--- config.mk ---
export PLATFORM = sky130hd
export DESIGN_NAME = mem_port_arbiter
export DESIGN_NICKNAME = d
export VERILOG_FILES = /design/src/rtl/mem_port_arbiter.sv
export SDC_FILE = /design/constraint.sdc
export NUM_CORES = 1
export LEC_CHECK = 0
export BUFFER_PORTS_ARGS = -buffer_cell sky130_fd_sc_hd__buf_2
export CAP_MARGIN = 40
export CORE_MARGIN = 1.5
export CORE_UTILIZATION = 49
export DETAILED_ROUTE_END_ITERATION = 8
export HOLD_SLACK_MARGIN = 0.1
export PLACE_DENSITY = 0.85
export SLEW_MARGIN = 0
export SYNTH_ARGS = -nofsm -noshare
export SYNTH_HDL_FRONTEND = slang
export SYNTH_SLANG_ARGS = --single-unit
--- constraint.sdc ---
create_clock -name clock -period 4.8 [get_ports clock]
set_clock_uncertainty 0.05 [all_clocks]
set_input_delay 0.96 -clock clock [delete_from_list [all_inputs] [get_ports clock]]
set_output_delay 0.96 -clock clock [all_outputs]
set_load 0.02 [all_outputs]
--- src/rtl/mem_port_arbiter.sv ---
// Two-port round-robin arbiter that sequences each accepted request into the
// RAM set-up / strobe / hold protocol with fixed three-cycle completion.
module mem_port_arbiter #(
   parameter int DATA_WIDTH = 32,
   parameter int ADDR_WIDTH = 9
) (
   input  logic                  clock,
   input  logic                  clear_n,
   input  logic                  a_req,
   input  logic                  a_we,
   input  logic [ADDR_WIDTH-1:0] a_addr,
   input  logic [DATA_WIDTH-1:0] a_wdata,
   input  logic                  b_req,
   input  logic                  b_we,
   input  logic [ADDR_WIDTH-1:0] b_addr,
   input  logic [DATA_WIDTH-1:0] b_wdata,
   output logic                  a_grant,
   output logic                  b_grant,
   output logic                  a_done,
   output logic                  b_done,
   output logic [DATA_WIDTH-1:0] a_rdata,
   output logic [DATA_WIDTH-1:0] b_rdata,
   output logic                  busy,
   output logic                  mem_read,
   output logic                  mem_write,
   output logic                  mem_enable,
   output logic [ADDR_WIDTH-1:0] mem_address,
   output logic [DATA_WIDTH-1:0] mem_data_in,
   input  logic [DATA_WIDTH-1:0] mem_data_out
);

   typedef enum logic [1:0] {IDLE, SETUP, STROBE, HOLD} state_t;

   state_t state;
   logic   last_served;   // 1 = port B was granted most recently
   logic   owner;         // 1 = port B owns the transaction in flight
   logic   pick_b;

   // B wins if it is the only requester, or on a tie when A was served last.
   assign pick_b = b_req && (!a_req || !last_served);

   always_ff @(posedge clock or negedge clear_n) begin
      if (!clear_n) begin
         state       <= IDLE;
         last_served <= 1'b1;
         owner       <= 1'b0;
         a_grant     <= 1'b0;
         b_grant     <= 1'b0;
         a_done      <= 1'b0;
         b_done      <= 1'b0;
         a_rdata     <= '0;
         b_rdata     <= '0;
         busy        <= 1'b0;
         mem_read    <= 1'b0;
         mem_write   <= 1'b0;
         mem_enable  <= 1'b0;
         mem_address <= '0;
         mem_data_in <= '0;
      end else begin
         a_grant <= 1'b0;
         b_grant <= 1'b0;
         a_done  <= 1'b0;
         b_done  <= 1'b0;
         case (state)
            IDLE: begin
               if (a_req || b_req) begin
                  // The RAM-side registers double as the payload latch.
                  owner       <= pick_b;
                  last_served <= pick_b;
                  a_grant     <= !pick_b;
                  b_grant     <= pick_b;
                  mem_address <= pick_b ? b_addr : a_addr;
                  mem_data_in <= pick_b ? b_wdata : a_wdata;
                  mem_write   <= pick_b ? b_we : a_we;
                  mem_read    <= pick_b ? !b_we : !a_we;
                  busy        <= 1'b1;
                  state       <= SETUP;
               end
            end
            SETUP: begin
               mem_enable <= 1'b1;
               state      <= STROBE;
            end
            STROBE: begin
               mem_enable <= 1'b0;
               state      <= HOLD;
            end
            HOLD: begin
               if (mem_read) begin
                  if (owner) b_rdata <= mem_data_out;
                  else       a_rdata <= mem_data_out;
               end
               a_done    <= !owner;
               b_done    <= owner;
               mem_read  <= 1'b0;
               mem_write <= 1'b0;
               busy      <= 1'b0;
               state     <= IDLE;
            end
            default: state <= IDLE;
         endcase
      end
   end

endmodule

== Word-level counts from Yosys, hierarchy flattened ==
Index checks and enable logic that the tools add are counted.
Operators by class
  reduce and logical (&&, ||, !) cells: 16
  equality and inequality tests: 4
  bitwise logic cells: 1
  mux-type cells: 19
Operators with widths (number)
  2-to-1 mux 32 bit: 1
  2-to-1 mux 1 bit: 11
  2-to-1 mux 9 bit: 1
  case mux 1 bit (2 select lines): 4
  case mux 2 bit (4 select lines): 1
  logical NOT 1 bit: 6
  AND reduction 3 bit: 2
  == test 2 bit, second input constant: 2
  AND reduction 2 bit: 2
  nonzero test 2 bit: 2
  == test 2 x 1 -> 1 bit, second input constant: 1
  logical NOT 2 bit: 1
  logical OR 1 bit: 2
  2-to-1 mux 2 bit: 1
  inequality test 2 bit, second input constant: 1
  logical AND 1 bit: 1
  inverter 1 bit: 1
Word-level totals
  input bits: 120
  word-level logic and storage cells: 55
  bits in registers: 117
  output and inout bits: 113

== Depth between registers and ports, before layout ==
Gate-level depths: netlist of run 1.
  word-level depth: 6
  gate-level depth with buffers: 7
  mapped depth without buffers: 5

== Least setup slack after synthesis of run 1 ==
No wires, ideal clock.
  path kind: input -> register
  from: input port b_req
  to: register busy
  buffers on the path: 0
  cell stages on the path: 3
  arrival time: 1.756 ns
  path slack: 2.873 ns
  required time: 4.629 ns
  library setup time: 0.121 ns
  cells stage by stage: nor2_1 -> mux2_2 -> a22o_1
On the way
  cells in the longest elaborated chain, start to end: 3
RTL lines
  from (decl): line 13  | input logic b_req,
  logical OR 1 bit: line 66  | if (a_req || b_req) begin
  inequality test 2 bit (no line)
  AND reduction 2 bit (no line)
  to (signal assigned): line 53  | busy <= 1'b0;
  to (signal assigned): line 76  | busy <= 1'b1;
  to (signal assigned): line 97  | busy <= 1'b0;
  to (decl): line 23  | output logic busy,
No other way between the ends.
A chain may end at the register's enable or synchronous reset.

== Worst setup path after layout of run 1 ==
  from: register mem_read
  to: output port mem_read
RTL lines
  from (decl): line 24  | output logic mem_read,
  from (signal assigned): line 75  | mem_read <= pick_b ? !b_we : !a_we;
No word-level cell between the ends.

==> impl_summary.txt, run 1 <==
----------------------------------------------------
[Layout]
  Area occupied by registers ... ~3000 sq um
  Share of layout cells above drive strength 1 ... around three fifths
  Finished layout cell area ... approximately 6600 sq um
  Number of antenna cells inserted ... 0
  Net count of the finished layout ... 678
  Fill count ... between 600 and 700
  Area growth from synthesis to layout ... 39.1%
  Multi-input gate area in the final layout ... about 1700 sq um

[Setup path]
  Critical path fanouts, max ... 5
  Crit path capture type ... output port
  Crit-path slowest cell ... dfrtp_1
  Type of the worst setup path ... reg2out
  Worst path required time ... 3790 ps
  Startpoint class of the critical path ... register
  Arrival time at the worst endpoint ... between 1000 and 1500 ps
  Buffers and inverters on the worst path ... 1
  CP peak stage delay ... ~430 ps
  Critical path, cell by cell ... buf_2
  Family with the most delay on the worst path ... flip-flops

[STA]
  Worst slew slack as a fraction of its limit ... between 40% and 50%
  Setup slack of the critical path after layout ... about 2700 ps
  Total of endpoints with negative setup slack in the final report ... 0
  Tightest Pin Transition ... around 850 ps
  F_max ... ~470 MHz
  Setup tns final ... 0 ps
  Max-slew violation count ... 0
  RSZ-0062 raised after global routing ... false
  Number of failing hold endpoints at the final stage ... 0
  Final worst-path cycle share ... between 40% and 50%
  Final critical path time including I/O delays and setup ... 2140 ps

[Clock tree]
  Hold buffers post-CTS ... 0
  Post-CTS setup buffers ... 0
  Latest clock arrival within the worst-skew pair ... 490 ps
  Maximum level of the CTS H-tree ... 4
  Clock slew at reported path FFs ... ~60 ps
  Cts bufs inserted ... 17
  Clk buf depth ... 2
  Library cell used as clock root buffer ... clkbuf_8
  Post-CTS resize count ... 0
  CTS tree ... done
  Total clock sinks ... ~120

[Global route]
  Overflow left after global routing ... 0
  Largest net degree at the start of global routing ... approximately 70
  Antenna violations before repair ... 0
  Number of global-route vias before repair ... between 3000 and 4000
  First-pass GRT wire length ... approximately 19000 um
  Total Routing Usage GR ... between 20% and 30%

[Synthesis]
  Flop and latch count out of synthesis ... 117
  Adder-Cell Fraction of Synth Area ... less than 1%
  Dominant combinational cell family by area after synthesis ... multiplexers
  Syn Nets ... around 450
  Synth Area per Inst ... 14.7 sq um
  Seq/Total Area, Yosys ... between 60 and 70%
  Gate count of the mapped netlist ... 323
  Share of synthesized area spent on multiplexers ... ~16%
  Proportion of register bits with asynchronous set or reset after synthesis ... 100%
  Most used flip-flop cell after synthesis ... dfrtp_1
  Synth Cell Area ... approximately 4700 sq um
  Simple logic cell fraction of the synthesized area ... 6.98%
  Number of synthesized flops with an enable pin ... 0
  Count of yosys warnings during synthesis ... 0
  Compound-Gate Fraction of Synth Area ... a little over a tenth
  Count of distinct cell types in the synthesized netlist ... 31
  Fraction of synthesized cell area in xor and xnor cells ... 0%

[Power]
  Total Power Consumption ... 0.00507 W
  Leakage power figure ... roughly 3.5 nW
  Power density over the cells ... between 700 and 800 nW/um^2
  IR Drop Worst-Case VDD ... approximately 380 uV

[Route]
  Number of detailed-route iterations in the first pass ... 4
  DRC violation count after routing ... 0
  Post-DRT Antenna Nets ... 0
  Average wire length per cell after detail routing ... 17.3 um
  Routed vias ... around 3700
  First DRT Iteration DRCs ... 117
  Via density per instance ... between 5 and 6
  Total wire length ... between 10000 and 15000 um

[Place]
  Setup slack at placement ... around 2400 ps
  Cell area after placement ... about 6000 sq um
  IO buf count ... about 230
  Global placement routability congestion ... around 0.83
  Detailed placer's ending HPWL ... ~8500 um

[Die]
  # rows ... 35
  Die Wd ... 101 um
  IO Pins ... between 200 and 250
  Initial core utilization ... between 50% and 60%
  Floorplan core area ... 9330 sq um
  Die H ... 101 um
  Die ar. ... 10300 sq um

[Job]
  Number of maximum-capacitance constraint violations ... 0

[Run status]
  Result of the run ... finished clean

[Worst hold path]
  Path type of the worst min-delay path ... in2async

----------------------------------------------------
cell usage in the layout (no fill, tap or decap), types with 2 or more instances in the layout:
| cell | instances |
|---|---|
| and3_1 | 41 |
| nand2_2 | 2 |
| clkinvlp_4 | 3 |
| clkbuf_8 | 2 |
| clkbuf_16 | 16 |
| buf_2 | 231 |
| mux2_4 | 4 |
| inv_1 | 5 |
| a31oi_1 | 2 |
| buf_4 | 4 |
| mux2_2 | 61 |
| ha_1 | 3 |
| a21o_1 | 2 |
| dfrtp_1 | 116 |
| inv_6 | 3 |
| mux2i_1 | 2 |
| clkinv_4 | 3 |
| bufinv_16 | 3 |
| a221o_1 | 41 |
| nor2_1 | 3 |
| nor3b_1 | 2 |
| clkinv_2 | 2 |
| nand2_1 | 2 |
kinds of logic after synthesis:
kind of cell    after synthesis
buf+inv                      29
mux                          68
flops                       117
fa+ha+maj                     3
simple gates                 54
compound gates               52
report_power, final:
part | total, W | internal (W) | leakage [nW] | switching [W]
logic | 0.00205 | 0.000860 | 1.78 | 0.00119
clock network | 0.00127 | 0.000810 | 0.288 | 0.000458
registers | 0.00176 | 0.00148 | 1.40 | 0.000276
total | 0.00507 | 0.00315 | 3.48 | 0.00192
cell usage after synthesis, types with 2 or more instances:
library cell	n	share of area, %
dfrtp_1	116	61
clkbuf_1	7	0.55
and3_1	41	5.4
ha_1	3	0.79
a31oi_1	2	0.26
nand2_1	2	0.16
a21o_1	2	0.32
nor3b_1	2	0.32
a221o_1	41	8.6
mux2i_1	2	0.42
inv_1	5	0.40
mux2_4	4	1.3
mux2_2	61	14
nand2_2	2	0.26
nor2_1	3	0.24
buf_6	6	1.4
buf_2	10	1.1
sequential cells by signal (all words and copies together), names as in the netlist, 2 cells and up:
name         flops
b_rdata         32
mem_data_in     32
mem_address      9
state            2
a_rdata         32
layer usage:
layer  vias up  track usage, %  share of wire, %
li1       1692               -                 -
met1      1805            29.4                41
met2       203            40.1                49
met3        29            6.21               6.8
met4         0            11.4               3.3
met5         -               0                 0
worst paths after layout:
kind | start | to | slack (ps) | cells past startpoint
worst max-delay path | mem_read | mem_read | 2660 | 1
worst min-delay path | clear_n | a_rdata[8] | 210 | 1
worst max register to register | state[1] | b_rdata[2] | 2690 | 4
worst min register to register | b_rdata[12] | b_rdata[12] | 450 | 1
max in group asynchronous | clear_n | mem_address[0] | 3340 | 3
min in group clock | b_rdata[12] | b_rdata[12] | 450 | 1
layout make-up:
cell class | count | share of cell area (%)
well taps | 129 | 2.44
repair buffers | 237 | 18.7
flip-flops and latches | 117 | 44.3
inverters | 5 | 0.284
multi-input cells | 177 | 25.1
clock buffers | 18 | 6.48
clock inverters | 14 | 2.65
stage by stage:
step | cells | hold slack, ps | utilization, %
3_3_place_gp | 663 | 424 | 63.8
4_1_cts | 697 | 183 | 70.8
2_1_floorplan | 323 | 406 | -
3_5_place_dp | 665 | 437 | 64.4
6_report | 697 | 210 | 70.8
5_1_grt | 697 | 182 | 70.8
Power figures use the tool's default switching activity.
==> run 2: changes to the inputs <==
--- a/config.mk
+++ b/config.mk
@@ -8,10 +8,10 @@
 export BUFFER_PORTS_ARGS = -buffer_cell sky130_fd_sc_hd__buf_2
 export CAP_MARGIN = 40
 export CORE_MARGIN = 1.5
-export CORE_UTILIZATION = 49
+export CORE_UTILIZATION = 46
 export DETAILED_ROUTE_END_ITERATION = 8
 export HOLD_SLACK_MARGIN = 0.1
-export PLACE_DENSITY = 0.85
+export PLACE_DENSITY = 0.8
 export SLEW_MARGIN = 0
 export SYNTH_ARGS = -nofsm -noshare
 export SYNTH_HDL_FRONTEND = slang
==> constraint.sdc (replaced) <==
create_clock -name clock -period 2.08 [get_ports clock]
set_clock_uncertainty 0.05 [all_clocks]
set_input_delay 0.416 -clock clock [delete_from_list [all_inputs] [get_ports clock]]
set_output_delay 0.416 -clock clock [all_outputs]
set_load 0.02 [all_outputs]
==> impl_summary.txt, run 2 (synthesis gave the netlist of run 1 again) <==
----------------------------------------------------
[Setup path]
  CP Depth ... 6 (+5)
  Arrival time at the worst endpoint ... 2170 ps (+1040 ps)
  Worst reg-to-reg path cell count ... 6 (+2)
  Type of the worst setup path ... reg2reg
  Worst path required time ... 2430 ps (-1360 ps)
  Buffers and inverters on the worst path ... 2 (+1)
  Crit path capture type ... register
  Startpoint class of the critical path ... register
  CP peak stage delay ... 420 ps (about the same)
  Crit-path slowest cell ... buf_4
  Family with the most delay on the worst path ... buffers and inverters
  Critical path fanouts, max ... 52 (+47)
  Critical path, cell by cell ... inv_1, ha_1, buf_4, nor3b_1, a31o_2, a31o_1

[STA]
  Final critical path time including I/O delays and setup ... about 1800 ps
  Worst slew slack as a fraction of its limit ... 67.9% (+24 points)
  Tightest Pin Transition ... 482 ps (-363 ps)
  Number of failing hold endpoints at the final stage ... 0 (unchanged)
  Setup tns final ... 0 ps (unchanged)
  Max-slew violation count ... 0 (unchanged)
  Final worst-path cycle share ... 87.4%
  Total of endpoints with negative setup slack in the final report ... 0 (unchanged)
  F_max ... about 550 MHz
  RSZ-0062 raised after global routing ... false

[Clock tree]
  CTS tree ... done
  Latest clock arrival within the worst-skew pair ... 510 ps (+20 ps)
  Clk buf depth ... 2 (unchanged)
  Clock slew at reported path FFs ... 60 ps (about the same)
  Cts bufs inserted ... 17 (unchanged)
  Post-CTS resize count ... 0 (unchanged)
  Maximum level of the CTS H-tree ... 4 (unchanged)
  Library cell used as clock root buffer ... clkbuf_8
  Total clock sinks ... 117 (unchanged)

[Global route]
  Largest net degree at the start of global routing ... 53 (-26%)
  First-pass GRT wire length ... 21500 um (+14%)
  Total Routing Usage GR ... 25.7% (+1.6 points)
  Antenna violations before repair ... 0 (unchanged)
  Number of global-route vias before repair ... 4240 (+13%)
  Overflow left after global routing ... 0 (unchanged)

[Route]
  DRC violation count after routing ... 0 (unchanged)
  Routed vias ... 4078 (+9.4%)
  First DRT Iteration DRCs ... 321 (+170%)
  Number of detailed-route iterations in the first pass ... 6 (+2)
  Average wire length per cell after detail routing ... 17.9 um (+3.9%)
  Total wire length ... 13900 um (+15%)
  Via density per instance ... 5.27 (-1.5%)
  Post-DRT Antenna Nets ... 0 (unchanged)

[Power]
  Relative contribution of combinational cells to total power ... 42.5% (+2.1 points)
  Power density over the cells ... 1590 nW/um^2 (+110%)
  Power Internal ... 0.00726 W (+130%)
  Fraction of power consumed by sequential logic ... 34.6% (about the same)
  Sw frac ... 38.0% (+0.057 points)
  Share of total power in the clock network ... 22.9% (-2.1 points)
  Leakage power figure ... 3.79 nW (+8.9%)
  IR Drop Worst-Case VDD ... 968 uV (+150%)
  Total Power Consumption ... 0.0117 W (+130%)
  Psw ... 0.00444 W (+130%)

[Die]
  IO Pins ... 233 (unchanged)
  Floorplan core area ... 9910 sq um (+6.2%)
  Die Wd ... 105 um (+3.1%)
  Die ar. ... 10900 sq um (+6.3%)
  Die H ... 105 um (+3.1%)
  Initial core utilization ... 47.9% (-3.0 points)
  # rows ... 36 (+2.9%)

[Place]
  IO buf count ... 232 (unchanged)
  Global placement routability congestion ... 0.773 (-6.8%)
  Dpl cells ... 673 (+1.2%)
  Detailed placer's ending HPWL ... 8920 um (+4.4%)
  Cell area after placement ... 6100 sq um (+1.5%)

[Layout]
  Area growth from synthesis to layout ... 54.7%
  Number of non-filler instances in the completed layout ... 774 (+11%)
  Multi-input gate area in the final layout ... 1670 sq um (+0.45%)
  Area occupied by registers ... 2930 sq um (unchanged)
  Registers with the most flip-flops ... a_rdata x32, b_rdata x32, mem_data_in x32
  Fill count ... 625 (-8.4%)
  Share of layout cells above drive strength 1 ... 53.4% (-6.9 points)
  Final core utilization ... 74.1% (+3.3 points)
  Finished layout cell area ... 7340 sq um (+11%)
  Net count of the finished layout ... 752 (+11%)
  Number of antenna cells inserted ... 0 (unchanged)
  Commonest non-fill, non-tap cell in the layout ... buf_2
  Highest-count cells in the layout ignoring fill and taps ... buf_2, dfrtp_1, dlygate4sd3_1

[Run status]
  Result of the run ... finished clean

[Worst hold path]
  Path type of the worst min-delay path ... in2reg
  Hold path cells ... 2

[Job]
  Number of maximum-capacitance constraint violations ... 0 (unchanged)

----------------------------------------------------
-- run 2: final timing paths --
kind / to / slack (ps) / from
max: mem_read / 260 / state[0]
min: b_rdata[16] / 140 / mem_data_out[16]
max reg2reg: mem_read / 260 / state[0]
min reg2reg: owner / 440 / owner
max in group asynchronous: last_served / 950 / clear_n
min in group asynchronous: a_rdata[8] / 380 / clear_n
-- run 2: what timing repair did --
item / 4_1_cts / 5_1_grt
hold buffers: 68 / 2
buffers inserted: 0 / 0
endpoints found under the hold margin: 117 / 3
setup endpoints to repair: 0 / 0
-- run 2: layout make-up --
type / instances / share of cell area (%)
timing repair buffer: 311 / 27.4
sequential: 117 / 39.9
clock buffer: 21 / 5.98
inverter: 5 / 0.256
clock inverter: 10 / 1.47
tap: 133 / 2.27
multi-input combinational: 177 / 22.7
-- run 2: power groups by stage --
stage / combinational [W] / sequential, W / clock [W]
finish: 0.00497 / 0.00405 / 0.00268
global route: 0.00526 / 0.00416 / 0.00285
CTS: 0.00495 / 0.00403 / 0.00273
detailed placement: 0.00486 / 0.00403 / 0
global placement: 0.00466 / 0.00397 / 0
floorplan: 0.00176 / 0.00532 / 0
-- run 2: layer usage --
| metal | wire length (um) | GRT usage [%] |
|---|---|---|
| met1 | 5480 | 29.0 |
| met2 | 7100 | 44.7 |
| met3 | 979 | 7.99 |
| met4 | 322 | 11.4 |
| met5 | 0 | 0 |
-- run 2: through the flow --
step | setup slack [ps] | hold slack [ps]
global placement | 284 | 345
floorplan | 483 | 70.4
global route | 157 | 107
detailed placement | 293 | 356
finish | 262 | 139
CTS | 281 | 101
==> run 3: changes to the inputs <==
--- a/config.mk
+++ b/config.mk
@@ -5,13 +5,14 @@
 export SDC_FILE = /design/constraint.sdc
 export NUM_CORES = 1
 export LEC_CHECK = 0
+export ABC_AREA = 1
 export BUFFER_PORTS_ARGS = -buffer_cell sky130_fd_sc_hd__buf_2
 export CAP_MARGIN = 40
 export CORE_MARGIN = 1.5
 export CORE_UTILIZATION = 46
 export DETAILED_ROUTE_END_ITERATION = 8
 export HOLD_SLACK_MARGIN = 0.1
-export PLACE_DENSITY = 0.8
+export PLACE_DENSITY = 0.82
 export SLEW_MARGIN = 0
 export SYNTH_ARGS = -nofsm -noshare
 export SYNTH_HDL_FRONTEND = slang
==> impl_summary.txt, run 3 <==
----------------------------------------------------
[Run status]
  Result of the run ... finished clean

[Clock tree]
  Latest clock arrival within the worst-skew pair ... 500 ps (about the same)
  Total clock sinks ... 117 (unchanged)
  Post-CTS resize count ... 0 (unchanged)
  Clk buf depth ... 2 (unchanged)
  Cts bufs inserted ... 17 (unchanged)
  Post-CTS setup buffers ... 0 (unchanged)
  Clock slew at reported path FFs ... 60 ps (about the same)
  CTS tree ... done
  Library cell used as clock root buffer ... clkbuf_8
  Maximum level of the CTS H-tree ... 4 (unchanged)

[Synthesis]
  Proportion of register bits with asynchronous set or reset after synthesis ... 100% (unchanged)
  Synth Cell Area ... 4870 sq um (+2.5%)
  Share of synthesized area spent on multiplexers ... 0% (-16 points)
  Dominant combinational cell family by area after synthesis ... simple AND/OR/NAND/NOR gates
  Cell types occupying the most area after synthesis ... dfrtp_1, nand2_1, nand3_1
  Gate count of the mapped netlist ... 529 (+64%)
  Seq/Total Area, Yosys ... 60.2% (-1.5 points)
  Syn Nets ... 652 (+46%)
  Compound-Gate Fraction of Synth Area ... 7.30% (-3.3 points)
  Count of yosys warnings during synthesis ... 0 (unchanged)
  Simple logic cell fraction of the synthesized area ... 24.8% (+18 points)
  Most used flip-flop cell after synthesis ... dfrtp_1
  Proportion of netlist area held by the largest area contributor ... 59.6% (-1.5 points)
  Synth Area per Inst ... 9.20 sq um (-37%)
  Cell taking the most area after synthesis ... dfrtp_1
  Post-synth top cells ... nand2_1, dfrtp_1, nand3_1
  Flop and latch count out of synthesis ... 117 (unchanged)
  Fraction of synthesized cell area in xor and xnor cells ... 0% (unchanged)
  Most frequent cell after synthesis ... nand2_1
  Adder-Cell Fraction of Synth Area ... 0.771% (-0.019 points)
  Number of synthesized flops with an enable pin ... 0 (unchanged)
  Count of distinct cell types in the synthesized netlist ... 20 (-35%)

[Layout]
  Area growth from synthesis to layout ... 48.3%
  Share of layout cells above drive strength 1 ... 35.2% (-18 points)
  Number of antenna cells inserted ... 0 (unchanged)
  Highest-count cells in the layout ignoring fill and taps ... buf_2, nand2_1, dfrtp_1
  Fill count ... 748 (+20%)
  Number of non-filler instances in the completed layout ... 942 (+22%)
  Registers with the most flip-flops ... a_rdata x32, b_rdata x32, mem_data_in x32
  Net count of the finished layout ... 916 (+22%)
  Commonest non-fill, non-tap cell in the layout ... buf_2
  Finished layout cell area ... 7220 sq um (-1.7%)

[Setup path]
  Crit path capture type ... register
  Capture point of the worst reg-to-reg path ... mem_address[8]
  Worst path required time ... 2470 ps (+40 ps)
  CP peak stage delay ... 390 ps (-30 ps)
  Capture point of the critical path ... mem_address[8]
  Flop-to-flop setup slack ... 280 ps (+20 ps)
  Family with the most delay on the worst path ... buffers and inverters
  Startpoint class of the critical path ... register
  Crit-path slowest cell ... buf_4
  CP Depth ... 7 (+1)
  Type of the worst setup path ... reg2reg
  Critical path, cell by cell ... inv_1, ha_1, inv_2, nor2_4, buf_4, nand3_1, nand3_1
  Arrival time at the worst endpoint ... 2180 ps (about the same)
  Top cell by count, worst path ... nand3_1
  Worst reg-to-reg path cell count ... 7 (+1)
  Startpoint of the lowest-slack register-to-register path ... state[0]
  Critical path fanouts, max ... 41 (-21%)
  Buffers and inverters on the worst path ... 3 (+1)
  CP startpoint ... state[0]

[Global route]
  Overflow left after global routing ... 0 (unchanged)
  Number of global-route vias before repair ... 4880 (+15%)
  Total Routing Usage GR ... 27.3% (+1.6 points)
  Largest net degree at the start of global routing ... 118 (+120%)
  First-pass GRT wire length ... 23900 um (+11%)
  Antenna violations before repair ... 0 (unchanged)

[Route]
  DRC violation count after routing ... 0 (unchanged)
  Number of detailed-route iterations in the first pass ... 6 (unchanged)
  First DRT Iteration DRCs ... 533 (+66%)
  Via density per instance ... 5.39 (+2.3%)
  Total wire length ... 15200 um (+9.8%)
  Post-DRT Antenna Nets ... 0 (unchanged)
  Routed vias ... 5077 (+24%)
  Average wire length per cell after detail routing ... 16.2 um (-9.8%)

[Power]
  IR Drop Worst-Case VDD ... 910 uV (-6.0%)
  Leakage power figure ... 3.86 nW (+2.0%)
  Total Power Consumption ... 0.0123 W (+5.2%)
  Power density over the cells ... 1710 nW/um^2 (+7.0%)

[Die]
  Die ar. ... 11200 sq um (+2.4%)
  Initial core utilization ... 47.4% (-0.56 points)
  Die H ... 106 um (+1.2%)
  # rows ... 37 (+2.8%)
  Floorplan core area ... 10300 sq um (+3.7%)
  Die Wd ... 106 um (+1.2%)
  IO Pins ... 233 (unchanged)

[STA]
  Worst slew slack as a fraction of its limit ... 58.7% (-9.2 points)
  Final critical path time including I/O delays and setup ... 1800 ps (-20.5 ps)
  Final worst-path cycle share ... 86.4% (-0.99 points)
  Number of failing hold endpoints at the final stage ... 0 (unchanged)
  Max-slew violation count ... 0 (unchanged)
  Total of endpoints with negative setup slack in the final report ... 0 (unchanged)
  Tightest Pin Transition ... 619 ps (+138 ps)
  F_max ... 556 MHz (+1.1%)
  Setup tns final ... 0 ps (unchanged)
  RSZ-0062 raised after global routing ... false

[Place]
  Cell area after placement ... 6140 sq um (+0.76%)
  IO buf count ... 232 (unchanged)
  Dpl cells ... 867 (+29%)
  Global placement routability congestion ... 0.813 (+5.1%)
  Detailed placer's ending HPWL ... 9270 um (+3.9%)

[Job]
  Number of maximum-capacitance constraint violations ... 0 (unchanged)

[Worst hold path]
  Path type of the worst min-delay path ... in2reg

----------------------------------------------------
[run 3: area by class of cell]
class,count,area (sq um),area share (%)
Clock buffer,20,445,6.17
Clock inverter,12,200,2.77
Inverter,40,150,2.08
Multi-Input combinational cell,333,1610,22.3
Sequential cell,117,2930,40.6
Tap cell,136,170,2.36
Timing Repair Buffer,284,1710,23.7
[run 3: how the worst min path moves through the flow]
stage                    startpoint         endpoint  slack [ps]  cells past startpoint
floorplan                   clear_n           a_done          70                      0
finish              mem_data_out[9]       a_rdata[9]         130                      3
global placement         b_rdata[0]       b_rdata[0]         410                      2
detailed placement      last_served      last_served         420                      2
global route        mem_data_out[9]       a_rdata[9]         100                      3
CTS                     b_wdata[24]  mem_data_in[24]         100                      3
[run 3: power by group]
part	internal (W)	total, W	switching [W]
combinational	0.00171	0.00511	0.00340
sequential	0.00342	0.00405	0.000625
clock	0.00213	0.00316	0.00103
total	0.00727	0.0123	0.00505
[run 3: layer usage]
layer	part of all wire [%]	global-route usage, %
met5	0	0
met3	10	7.42
met1	38	34.6
met2	48	44.3
met4	2.7	11.5
[run 3: metrics by stage]
| stage | setup WS (ps) | utilization (%) | hold slack (ps) |
|---|---|---|---|
| floorplan | 639 | - | 70.4 |
| global placement | 490 | 59.8 | 413 |
| detailed placement | 393 | 59.8 | 420 |
| CTS | 380 | 70.2 | 100 |
| global route | 202 | 70.2 | 104 |
| finish | 282 | 70.2 | 130 |
[run 3: worst register-to-register path, delay by kind of cell, from the launching register on]
family	cells	cell delay (ps)
buffers and inverters	3	590
and+or+nand+nor	3	440
DFF	1	380
adders and majority gates	1	270
[run 3: kinds of logic (layout without fill, tap and decap cells)]
group | Yosys count | after routing
buf+inv | 79 | 356
simple gates | 259 | 259
flops | 117 | 117
compound gates | 71 | 71
fa+ha+maj | 3 | 3
[run 3: timing repair]
action	in CTS	in global routing
setup endpoints to repair	0	0
endpoints found under the hold margin	160	0
hold buffers	43	0
